File: config.mk
export PLATFORM = sky130hd
export DESIGN_NAME = wb_retire_queue
export DESIGN_NICKNAME = d
export VERILOG_FILES = /design/src/rtl/wb_retire_queue.sv
export SDC_FILE = /design/constraint.sdc
export NUM_CORES = 1
export LEC_CHECK = 0
export CORE_MARGIN = 8
export CORE_UTILIZATION = 56
export CTS_CLUSTER_SIZE = 14
export DETAILED_ROUTE_END_ITERATION = 10
export HOLD_SLACK_MARGIN = 0.05
export PLACE_DENSITY = 0.82
export SYNTH_ARGS = -nofsm -noshare
export SYNTH_HDL_FRONTEND = slang
export SYNTH_SLANG_ARGS = --single-unit
File: constraint.sdc
create_clock -name clk -period 5.9 [get_ports clk]
set_input_delay 1.18 -clock clk [delete_from_list [all_inputs] [get_ports clk]]
set_output_delay 1.18 -clock clk [all_outputs]
set_load 0.05 [all_outputs]
File: src/rtl/wb_retire_queue.sv
// ---------------------------------------------------------------------------
// wb_retire_queue
//
// Writeback retire queue. Buffers up to DEPTH completed MEM-stage results and
// retires the oldest one per cycle to the GPR write port. When another writer
// owns the RF port (rf_busy), the head is held. ID can look up queued,
// not-yet-written results through a youngest-first forwarding port.
//
// Optional feature macro: WB_DEBUG_TRACE_EN adds the debug_wb_* trace ports.
//
// Ports
//   clk, resetn            clock (posedge) / asynchronous active-low reset
//   in_valid, in_ready     MEM result handshake; in_ready depends only on
//                          registered occupancy
//   in_pc/in_we/in_waddr/in_wdata   result payload
//   rf_busy                RF port taken this cycle; head is held
//   rf_we/rf_waddr/rf_wdata         GPR write port (head entry)
//   fwd_raddr -> fwd_hit, fwd_data  ID-stage forwarding lookup
//   count                  occupancy
//   debug_wb_pc/_rf_wen/_rf_wnum/_rf_wdata  retire trace (macro only)
// ---------------------------------------------------------------------------
module wb_retire_queue #(
  parameter int DATA_W = 32,
  parameter int ADDR_W = 5,
  parameter int PC_W   = 32,
  parameter int DEPTH  = 4
) (
  input  logic                       clk,
  input  logic                       resetn,
  input  logic                       in_valid,
  output logic                       in_ready,
  input  logic [PC_W-1:0]            in_pc,
  input  logic                       in_we,
  input  logic [ADDR_W-1:0]          in_waddr,
  input  logic [DATA_W-1:0]          in_wdata,
  input  logic                       rf_busy,
  output logic                       rf_we,
  output logic [ADDR_W-1:0]          rf_waddr,
  output logic [DATA_W-1:0]          rf_wdata,
  input  logic [ADDR_W-1:0]          fwd_raddr,
  output logic                       fwd_hit,
  output logic [DATA_W-1:0]          fwd_data,
  output logic [$clog2(DEPTH):0]     count
`ifdef WB_DEBUG_TRACE_EN
  ,
  output logic [PC_W-1:0]            debug_wb_pc,
  output logic [3:0]                 debug_wb_rf_wen,
  output logic [ADDR_W-1:0]          debug_wb_rf_wnum,
  output logic [DATA_W-1:0]          debug_wb_rf_wdata
`endif
);

  localparam int PTR_W = $clog2(DEPTH);
  localparam int CNT_W = PTR_W + 1;

  logic [PTR_W-1:0]  r_wr_ptr;
  logic [PTR_W-1:0]  r_rd_ptr;
  logic [CNT_W-1:0]  r_count;
  logic [DEPTH-1:0]  r_vld;

  // Payload storage carries no reset: every consumer is gated by r_vld/r_count.
  logic [PC_W-1:0]   r_pc    [DEPTH];
  logic [DEPTH-1:0]  r_we;
  logic [ADDR_W-1:0] r_waddr [DEPTH];
  logic [DATA_W-1:0] r_wdata [DEPTH];

  logic              w_nonempty;
  logic              w_full;
  logic              w_push;
  logic              w_pop;
  logic              w_fwd_hit;
  logic [DATA_W-1:0] w_fwd_data;

  assign w_nonempty = (r_count != '0);
  // A full queue refuses input even if the head retires this cycle, which
  // keeps rf_busy out of the in_ready path.
  assign w_full     = (r_count == CNT_W'(DEPTH));
  assign w_push     = in_valid & ~w_full;
  assign w_pop      = w_nonempty & ~rf_busy;

  // Control state: pointers, occupancy and entry valid bits.
  always_ff @(posedge clk or negedge resetn) begin
    if (!resetn) begin
      r_wr_ptr <= '0;
      r_rd_ptr <= '0;
      r_count  <= '0;
      r_vld    <= '0;
    end else begin
      if (w_pop) begin
        r_rd_ptr        <= r_rd_ptr + 1'b1;
        r_vld[r_rd_ptr] <= 1'b0;
      end
      // Push and pop never target the same slot: push at count==0 implies no
      // pop, and pop at count==DEPTH implies no push.
      if (w_push) begin
        r_wr_ptr        <= r_wr_ptr + 1'b1;
        r_vld[r_wr_ptr] <= 1'b1;
      end
      case ({w_push, w_pop})
        2'b10:   r_count <= r_count + 1'b1;
        2'b01:   r_count <= r_count - 1'b1;
        default: r_count <= r_count;
      endcase
    end
  end

  // Payload write.
  always_ff @(posedge clk) begin
    if (w_push) begin
      r_pc[r_wr_ptr]    <= in_pc;
      r_we[r_wr_ptr]    <= in_we;
      r_waddr[r_wr_ptr] <= in_waddr;
      r_wdata[r_wr_ptr] <= in_wdata;
    end
  end

  // Walk from oldest (rd_ptr) to youngest; a later match overwrites an earlier
  // one, so the youngest matching entry wins regardless of pointer wrap.
  always_comb begin
    logic [PTR_W-1:0] idx;
    w_fwd_hit  = 1'b0;
    w_fwd_data = '0;
    idx        = '0;
    for (int i = 0; i < DEPTH; i++) begin
      idx = r_rd_ptr + PTR_W'(i);
      if (r_vld[idx] && r_we[idx] && (r_waddr[idx] != '0) &&
          (r_waddr[idx] == fwd_raddr)) begin
        w_fwd_hit  = 1'b1;
        w_fwd_data = r_wdata[idx];
      end
    end
  end

  assign in_ready = ~w_full;
  assign count    = r_count;
  assign fwd_hit  = w_fwd_hit;
  assign fwd_data = w_fwd_data;

  // Register 0 and we=0 entries still retire, just without a write strobe.
  assign rf_we    = w_pop & r_we[r_rd_ptr] & (r_waddr[r_rd_ptr] != '0);
  assign rf_waddr = w_nonempty ? r_waddr[r_rd_ptr] : '0;
  assign rf_wdata = w_nonempty ? r_wdata[r_rd_ptr] : '0;

`ifdef WB_DEBUG_TRACE_EN
  assign debug_wb_pc       = w_pop ? r_pc[r_rd_ptr] : '0;
  assign debug_wb_rf_wen   = {4{rf_we}};
  assign debug_wb_rf_wnum  = rf_waddr;
  assign debug_wb_rf_wdata = rf_wdata;
`endif

endmodule

==> results.ini, run 1 <==
[sta]
setup_tns_ps=0
fin_crit_sh=0.954
slew_headroom=0.198
finalCriticalPeriod_ps=5630
tightest_slew_ps=1200
rsz0062_at_grt=false
finalSetupViolations=0
finClkSkew_ps=7.16
drv_slew=0
max_freq_ghz=0.178
finalHoldViolCount=0

[die]
initial_core_util=0.572
die_area_sq_um=23800
row_count=50
dieHeight_microns=154
core_sq_um=18800
pin_count=154
die_x_microns=154

[outcome]
outcome=completed

[yosys]
syn_area_sq_um=10700
synth-seq-cells=163
syn_nets=784
synth_top_flop_cell=edfxtp_1
yosys_warnings=0
ys_types=43
yosysSeqAreaShare=0.451
async_reset_ff_frac=0.0675
synth_area_per_cell_sq_um=15.4
synth-edff-count=152
syn_inst=695

[clock_network]
hold_buffers=0
cts_buffers=17
clkTransAtPathRegs_ps=60
clk_path_buf_depth=2
cts_tree=yes
htree_levels=4
clock_latency_ps=430
cts_num_sinks=163
cts-root-buf=clkbuf_16

[final_layout]
area_delta_synth_final_pct=22.7
layout-drive-gt1-share=0.357
nFillCells=1196
mostFrequentLayoutCells=152 x edfxtp_1, 150 x mux4_2, 88 x clkdlybuf4s50_1, 42 x nor2b_1, 40 x nand2_1
final_nets=863
final_common_cell=edfxtp_1

[detailed_routing]
final_antenna_net_count=0
drtPass1Iterations=5
drtIter0Drc=803
via_count=7533
drt-wirelength-per-cell_microns=27.8
viasPerCell=7.37
drt-total-wl_microns=28400
drc=0

[power]
p_leak_nw=4.19
peakVddDrop_uv=627
p_total_mw=8.23
power.density_nw_per_um2=625

[run]
cap_violations=0

[global_routing]
grt_pass1_vias=8065
track_usage=0.241
gr-total-overflow=0
grt_first_pass_wirelength_microns=44700
antenna_found_initial=2
grt_max_degree=140

[placement]
port_buffers=121
hpwl_microns=16700
globalplace.congestion=0.876

[worst_setup_path]
critPathKind=flip-flop to output pin
critPathMaxFanout=33
end_kind=output pin
cp.required_ps=4720
cp.arrival_ps=4450
setup.worst_path.start_class=flip-flop

[worst_hold_path]
min_path_type=flip-flop to flip-flop

[kinds of logic (layout without fill, tap and decap cells)]
kind of cell / after synthesis / count (layout) / share of synthesized area
compound gates: 80 / 80 / 0.0631
xor+xnor: 25 / 25 / 0.0204
fa+ha+maj: 10 / 10 / 0.0124
buf+inv: 82 / 174 / 0.0397
flops: 163 / 163 / 0.451
mux: 151 / 151 / 0.316
other cells: 0 / 1 / 0
simple gates: 184 / 184 / 0.0975
[report_power, final]
group          total, mW  switching (mW)  internal (mW)
Clock               1.24           0.445          0.793
Combinational       5.19            2.87           2.32
Sequential          1.80           0.244           1.56
Total               8.23            3.56           4.67
[metal layers]
metal,routed length [microns],GRT usage
met1,9760,0.275
met2,15100,0.422
met3,2580,0.0566
met4,946,0.118
met5,13,0
[worst paths after layout]
path	start	endpoint	slack, ps	depth (start not counted)
setup / recovery	r_rd_ptr[0]	fwd_data[1]	270	10
hold / removal	r_vld[0]	r_vld[0]	540	1
setup reg to reg	count[0]	count[2]	3280	9
hold reg to reg	r_vld[0]	r_vld[0]	540	1
max in group asynchronous	resetn	r_rd_ptr[0]	4370	1
min in group asynchronous	resetn	r_wr_ptr[0]	1110	1
[cell type report]
cell class,count,area [sq um],share of cell area
Inverter,9,33.8,0.00257
Multi-Input combinational cell,450,5670,0.431
Clock buffer,18,429,0.0326
Tap cell,234,293,0.0222
Antenna cell,1,2.50,0.000190
Sequential cell,163,4850,0.368
Timing Repair Buffer,133,1660,0.126
Clock inverter,14,231,0.0176
[worst max-delay path, stage by stage (launching register included)]
cell and delay (ps):
dfrtp_4 660, inv_1 240, ha_4 420, mux4_2 550, xnor2_1 290, o2111ai_4 300
or3_2 500, buf_4 310, a311oi_1 430, o31ai_2 140, buf_12 170
[timing repair]
action	in CTS	in global routing
setup buffers	0	0
endpoints found under the setup margin	0	13
hold endpoints to repair	0	0
gates resized for setup	0	3
[state kept, by name, indices dropped and copies added (netlist names)]
signal	count
r_wdata	128
r_waddr	20
r_vld	4
r_we	4
count	3
r_rd_ptr	2
r_wr_ptr	2
[cells in the mapped netlist, types with 10 or more instances]
cell / count / area (sq um)
a311oi_1: 21 / 184
buf_1: 10 / 37.5
buf_2: 16 / 80.1
buf_4: 10 / 75.1
clkbuf_1: 29 / 109
dfrtp_1: 11 / 275
edfxtp_1: 152 / 4560
mux4_2: 150 / 3380
nand2_1: 41 / 154
nor2_1: 33 / 124
nor2b_1: 42 / 263
nor4b_1: 33 / 289
o31ai_1: 25 / 188
xnor2_1: 22 / 193
[through the flow]
| stage | hold WS (ps) | utilization | worst slack (ps) | cell area [sq um] | instances |
|---|---|---|---|---|---|
| after floorplan | 472 | - | 14.1 | 10900 | 695 |
| after global placement | 504 | 0.665 | 690 | 12500 | 989 |
| after detailed placement | 533 | 0.665 | 648 | 12500 | 989 |
| after CTS | 537 | 0.701 | 153 | 13100 | 1021 |
| after global routing | 545 | 0.701 | 59.9 | 13200 | 1022 |
| final | 540 | 0.701 | 271 | 13200 | 1022 |
Power figures use the tool's default switching activity.
==> run 2, diff against run 1 <==
- GPL_ROUTABILITY_DRIVEN: unset -> 0
- GPL_TIMING_DRIVEN: unset -> 0
==> results.ini, run 2 (same netlist as run 1, synthesis figures left out) <==
[outcome]
outcome=completed

[final_layout]
finalNonFillerCells=1082  ; +5.9%
final_common_cell=edfxtp_1
mostFrequentLayoutCells=152 x edfxtp_1, 150 x mux4_2, 84 x clkdlybuf4s50_1, 42 x nor2b_1, 41 x nand2_1
layout-drive-gt1-share=0.374  ; +0.0172
area_delta_synth_final_pct=22.2
reg.largest.list=r_wdata x128, r_waddr x20
final_area_sq_um=13100  ; -0.43%
regMostFlops=r_wdata
largest_reg_flops=128  ; unchanged
final_nets=923  ; +7.0%
fin_util=0.698  ; -0.00300

[detailed_routing]
via_count=8283  ; +10%
met3_length_microns=4230  ; +64%
drtPass1Iterations=5  ; unchanged
drt-wirelength-per-cell_microns=31.3  ; +13%
final_antenna_net_count=0  ; unchanged
drt-total-wl_microns=33900  ; +19%
highest_layer=met4
drc=0  ; unchanged
dr_wl_met2_microns=16400  ; +8.7%
drtIter0Drc=1054  ; +31%
viasPerCell=7.66  ; +3.9%
wl_met1_microns=11600  ; +19%

[placement]
post-place-ws_ps=-1590  ; -2240 ps
place_area_sq_um=12400  ; -0.53%
port_buffers=117  ; -3.3%
hpwl_microns=22800  ; +36%
placed_cells=1050  ; +6.2%

[worst_setup_path]
critPathMaxStageDelay_ps=570  ; -90 ps
reg2reg_slack_ps=2810  ; -470 ps
cp_common_cell=buf_4
cp.arrival_ps=4500  ; +50 ps
cp.required_ps=4720  ; about the same
slowest_stage=or4_4
critPathMaxFanout=19  ; -42%
critPathKind=flip-flop to output pin
crit_path_cell_trace=buf_4, clkbuf_8, inv_1, ha_1, buf_6, mux4_2, or4_4, a21oi_4, or3_1, buf_4, buf_4, a31oi_1, a211oi_2, buf_4
setup.worst_path.start_class=flip-flop
end_kind=output pin

[power]
switching_share=0.451  ; +0.0185
power_switching_mw=3.84  ; +7.8%
pwr-share-clk=0.155  ; +0.005
pwr-share-comb=0.638  ; +0.007
peakVddDrop_uv=448  ; -28%
p_int_mw=4.67  ; about the same
p_total_mw=8.51  ; +3.4%
power.density_nw_per_um2=649  ; +3.8%
p_leak_nw=4.33  ; +3.2%
pwr-share-seq=0.207  ; -0.012

[clock_network]
htree_levels=4  ; unchanged
cts_num_sinks=163  ; unchanged
clock_latency_ps=440  ; about the same
cts_tree=yes
cts_buffers=17  ; unchanged
hold_buffers=0  ; unchanged
clkTransAtPathRegs_ps=70  ; about the same
clk_path_buf_depth=2  ; unchanged
cts-root-buf=clkbuf_16

[die]
die_area_sq_um=23800  ; unchanged
initial_core_util=0.572  ; unchanged
core_sq_um=18800  ; unchanged
pin_count=154  ; unchanged
row_count=50  ; unchanged
die_x_microns=154  ; unchanged
dieHeight_microns=154  ; unchanged

[sta]
finClkSkew_ps=13.1  ; +5.96 ps
tightest_slew_ps=961  ; -243 ps
drv_slew=0  ; unchanged
finalCriticalPeriod_ps=5680  ; +50.5 ps
fin_crit_sh=0.963  ; +0.00856
slew_headroom=0.359  ; +0.162
finalSetupViolations=0  ; unchanged
holdWs_ps=537  ; -2.99 ps
rsz0062_at_grt=false
layout_setup_ws_ps=221  ; -50.5 ps
max_freq_ghz=0.176  ; -0.89%
finalHoldViolCount=0  ; unchanged
setup_tns_ps=0  ; unchanged

[global_routing]
grt_max_degree=30  ; -79%
grt_first_pass_wirelength_microns=51700  ; +16%
grt_pass1_vias=8593  ; +6.5%
antenna_found_initial=0  ; -2
track_usage=0.287  ; +0.0458
gr-total-overflow=0  ; unchanged

[worst_hold_path]
min_path_type=flip-flop to flip-flop

[run]
cap_violations=0  ; unchanged

[run 2: cell types whose count changed in the layout (fill, tap and decap cells not counted), moves of 3 or more]
| cell | change |
|---|---|
| clkdlybuf4s50_1 | -4 |
| buf_1 | +5 |
| buf_4 | +13 |
| buf_6 | +11 |
| buf_12 | -29 |
| clkdlybuf4s15_2 | +3 |
| clkbuf_1 | +15 |
| clkbuf_4 | +7 |
| clkinv_4 | +3 |
| buf_2 | +27 |
| clkbuf_2 | +9 |
[run 2: final timing paths]
path | startpoint | to | cells after the start
setup / recovery | r_rd_ptr[1] | fwd_data[13] | 14
hold / removal | count[2] | count[2] | 1
setup reg to reg | r_rd_ptr[1] | r_rd_ptr[1] | 11
hold reg to reg | count[2] | count[2] | 1
max in group asynchronous | resetn | r_rd_ptr[1] | 1
min in group asynchronous | resetn | r_wr_ptr[1] | 1
[run 2: metal layers]
| layer | GRT usage | up-vias |
|---|---|---|
| met2 | 0.458 | 805 |
| li1 | - | 3209 |
| met4 | 0.161 | 0 |
| met3 | 0.0674 | 142 |
| met5 | 0 | - |
| met1 | 0.357 | 4127 |
[run 2: area by class of cell]
cell class,count,area [sq um]
clock inverter,15,274
multi-input combinational,450,5630
antenna,1,2.50
inverter,9,33.8
fill,1214,5660
tap,234,293
sequential,163,4840
clock buffer,17,425
buffer,71,432
timing repair buffer,122,1170
[run 2: critical path: cells and delay by family (launching register included)]
kind,cells,cell delay (ps)
AND/OR/NAND/NOR,2,720
AO/OA/AOI/OAI,3,690
adder cells (fa/ha/maj),1,290
multiplexers,1,560
buffers and inverters,7,1410
flip-flops,1,350
[run 2: what timing repair did]
item                       CTS  global route
setup endpoints to repair   33            33
gates resized for setup    198            15
setup buffers                1             0
pin swaps                    1             1
[run 2: power groups by stage]
stage | registers [mW] | logic, mW | clock network (mW)
after floorplan | 1.73 | 3.82 | 0
after global placement | 1.74 | 5.19 | 0
after detailed placement | 1.76 | 5.33 | 0
after CTS | 1.75 | 5.39 | 1.32
after global routing | 1.78 | 5.65 | 1.36
final | 1.76 | 5.43 | 1.32
==> run 3, diff against run 2 <==
- CELL_PAD_IN_SITES_DETAIL_PLACEMENT: unset -> 0
- CELL_PAD_IN_SITES_GLOBAL_PLACEMENT: unset -> 2
- CORE_UTILIZATION: 56 -> 40
- PLACE_DENSITY: 0.82 -> unset
- PLACE_DENSITY_LB_ADDON: unset -> 0.1
==> results.ini, run 3 (same netlist as run 1, synthesis figures left out) <==
[final_layout]
layout-drive-gt1-share=0.382  ; +0.00809
multi_input_area_sq_um=5630  ; unchanged
area_delta_synth_final_pct=23.4
nFillCells=2290  ; +89%
reg.largest.list=r_wdata x128, r_waddr x20
largest_reg_flops=128  ; unchanged
register_area_sq_um=4840  ; unchanged
finalNonFillerCells=1191  ; +10%
regMostFlops=r_wdata
fin_util=0.497  ; -0.202
final_nets=926  ; +0.33%
final_area_sq_um=13200  ; +0.99%
diodes=0  ; -1
mostFrequentLayoutCells=152 x edfxtp_1, 150 x mux4_2, 84 x clkdlybuf4s50_1, 42 x nor2b_1, 41 x nand2_1
final_common_cell=edfxtp_1

[worst_hold_path]
holdPathEnd=count[2]
min_from=count[2]
min_path_cells=1  ; unchanged
min_path_type=flip-flop to flip-flop

[placement]
placed_cells=1157  ; +10%
place_area_sq_um=12600  ; +1.1%
post-place-ws_ps=-1980  ; -385 ps
hpwl_microns=24200  ; +6.4%
port_buffers=117  ; unchanged

[global_routing]
track_usage=0.216  ; -0.0713
grt_first_pass_wirelength_microns=52400  ; +1.4%
gr-total-overflow=0  ; unchanged
antenna_found_initial=1  ; +1
grt_max_degree=27  ; -10%
grt_pass1_vias=8188  ; -4.7%

[worst_setup_path]
rr_worst_depth=12  ; +1
setup.worst_path.start_class=flip-flop
end_kind=output pin
r2r_end=r_rd_ptr[1]
cp.required_ps=4720  ; about the same
critPathMaxFanout=10  ; -9
cp.arrival_ps=4620  ; +120 ps
reg2reg_slack_ps=2660  ; -150 ps
r2r-start=r_rd_ptr[1]
critPathKind=flip-flop to output pin

[clock_network]
clk_path_buf_depth=2  ; unchanged
cts_buffers=17  ; unchanged
cts_tree=yes
clkTransAtPathRegs_ps=70  ; about the same
cts_num_sinks=163  ; unchanged
htree_levels=4  ; unchanged
cts-root-buf=clkbuf_16
clock_latency_ps=420  ; -20 ps

[sta]
slew_headroom=0.212  ; -0.148
fin_crit_sh=0.983  ; +0.0203
tightest_slew_ps=1180  ; +221 ps
finalCriticalPeriod_ps=5800  ; +120 ps
holdWs_ps=541  ; +4.18 ps
finalSetupViolations=0  ; unchanged
drv_slew=0  ; unchanged
rsz0062_at_grt=true
layout_setup_ws_ps=101  ; -120 ps
setup_tns_ps=0  ; unchanged
finalHoldViolCount=0  ; unchanged
max_freq_ghz=0.172  ; -2.1%
finClkSkew_ps=10.5  ; -2.58 ps

[outcome]
outcome=completed

[die]
core_sq_um=26700  ; +42%
pin_count=154  ; unchanged
row_count=60  ; +20%
die_x_microns=180  ; +16%
initial_core_util=0.403  ; -0.169
dieHeight_microns=180  ; +16%
die_area_sq_um=32300  ; +36%

[detailed_routing]
drc=0  ; unchanged
highest_layer=met5
drt-total-wl_microns=35300  ; +4.3%
dr_wl_met2_microns=17800  ; +8.5%
viasPerCell=6.49  ; -15%
drtIter0Drc=751  ; -29%
final_antenna_net_count=0  ; unchanged
via_count=7727  ; -6.7%
drt-wirelength-per-cell_microns=29.7  ; -5.3%
drtPass1Iterations=5  ; unchanged
wl_met1_microns=14200  ; +23%
met3_length_microns=2640  ; -38%

[power]
peakVddDrop_uv=379  ; -16%
p_leak_nw=4.33  ; about the same
power.density_nw_per_um2=639  ; -1.6%
p_total_mw=8.46  ; -0.58%

[run]
cap_violations=0  ; unchanged

[run 3: cell count changes in the layout (fill, tap and decap cells not counted), sizes merged, moves of 2 or more]
| cell | before | now |
|---|---|---|
| inv | 12 | 21 |
| buf | 71 | 77 |
| bufinv | 7 | 3 |
| clkinv | 4 | 0 |
| clkdlybuf4s15 | 4 | 2 |
[run 3: final cells by class]
type,instances,area share
Buffer,72,0.0330
Clock buffer,17,0.0321
Clock inverter,15,0.0153
Inverter,9,0.00255
Multi-Input combinational cell,450,0.425
Sequential cell,163,0.366
Tap cell,341,0.0322
Timing Repair Buffer,124,0.0937
[run 3: layer usage]
layer | GRT usage | vias up
li1 | - | 3205
met1 | 0.280 | 4055
met2 | 0.364 | 423
met3 | 0.0403 | 42
met4 | 0.0634 | 2
met5 | 0 | -
[run 3: how the worst max path moves through the flow]
| stage | start | depth (start not counted) | endpoint |
|---|---|---|---|
| after floorplan | r_rd_ptr[1] | 14 | fwd_data[4] |
| after global routing | r_rd_ptr[1] | 15 | fwd_data[21] |
| final | r_rd_ptr[1] | 15 | fwd_data[2] |
| after CTS | r_rd_ptr[1] | 15 | fwd_data[9] |
| after global placement | r_rd_ptr[1] | 15 | fwd_data[18] |
| after detailed placement | r_rd_ptr[1] | 15 | fwd_data[10] |
[run 3: what timing repair did]
item,CTS,global route
pin swaps,2,7
hold buffers,0,0
cloned,0,0
resized for setup,210,31
endpoints found under the setup margin,33,23
setup buffers,1,2
[run 3: report_power, final]
group | internal [mW] | switching (mW) | total [mW]
sequential | 1.55 | 0.196 | 1.74
clock | 0.688 | 0.508 | 1.20
combinational | 2.31 | 3.21 | 5.52
[run 3: critical path: stages (launching register included)]
cell and delay [ps]:
dfrtp_2 370, buf_4 210, clkbuf_8 220, clkbuf_8 210
inv_1 90, ha_1 300, buf_6 160, mux4_2 560
or4_4 580, a21oi_4 250, or3_1 150, buf_4 150
buf_4 240, a311oi_1 140, o31ai_2 290, buf_4 250
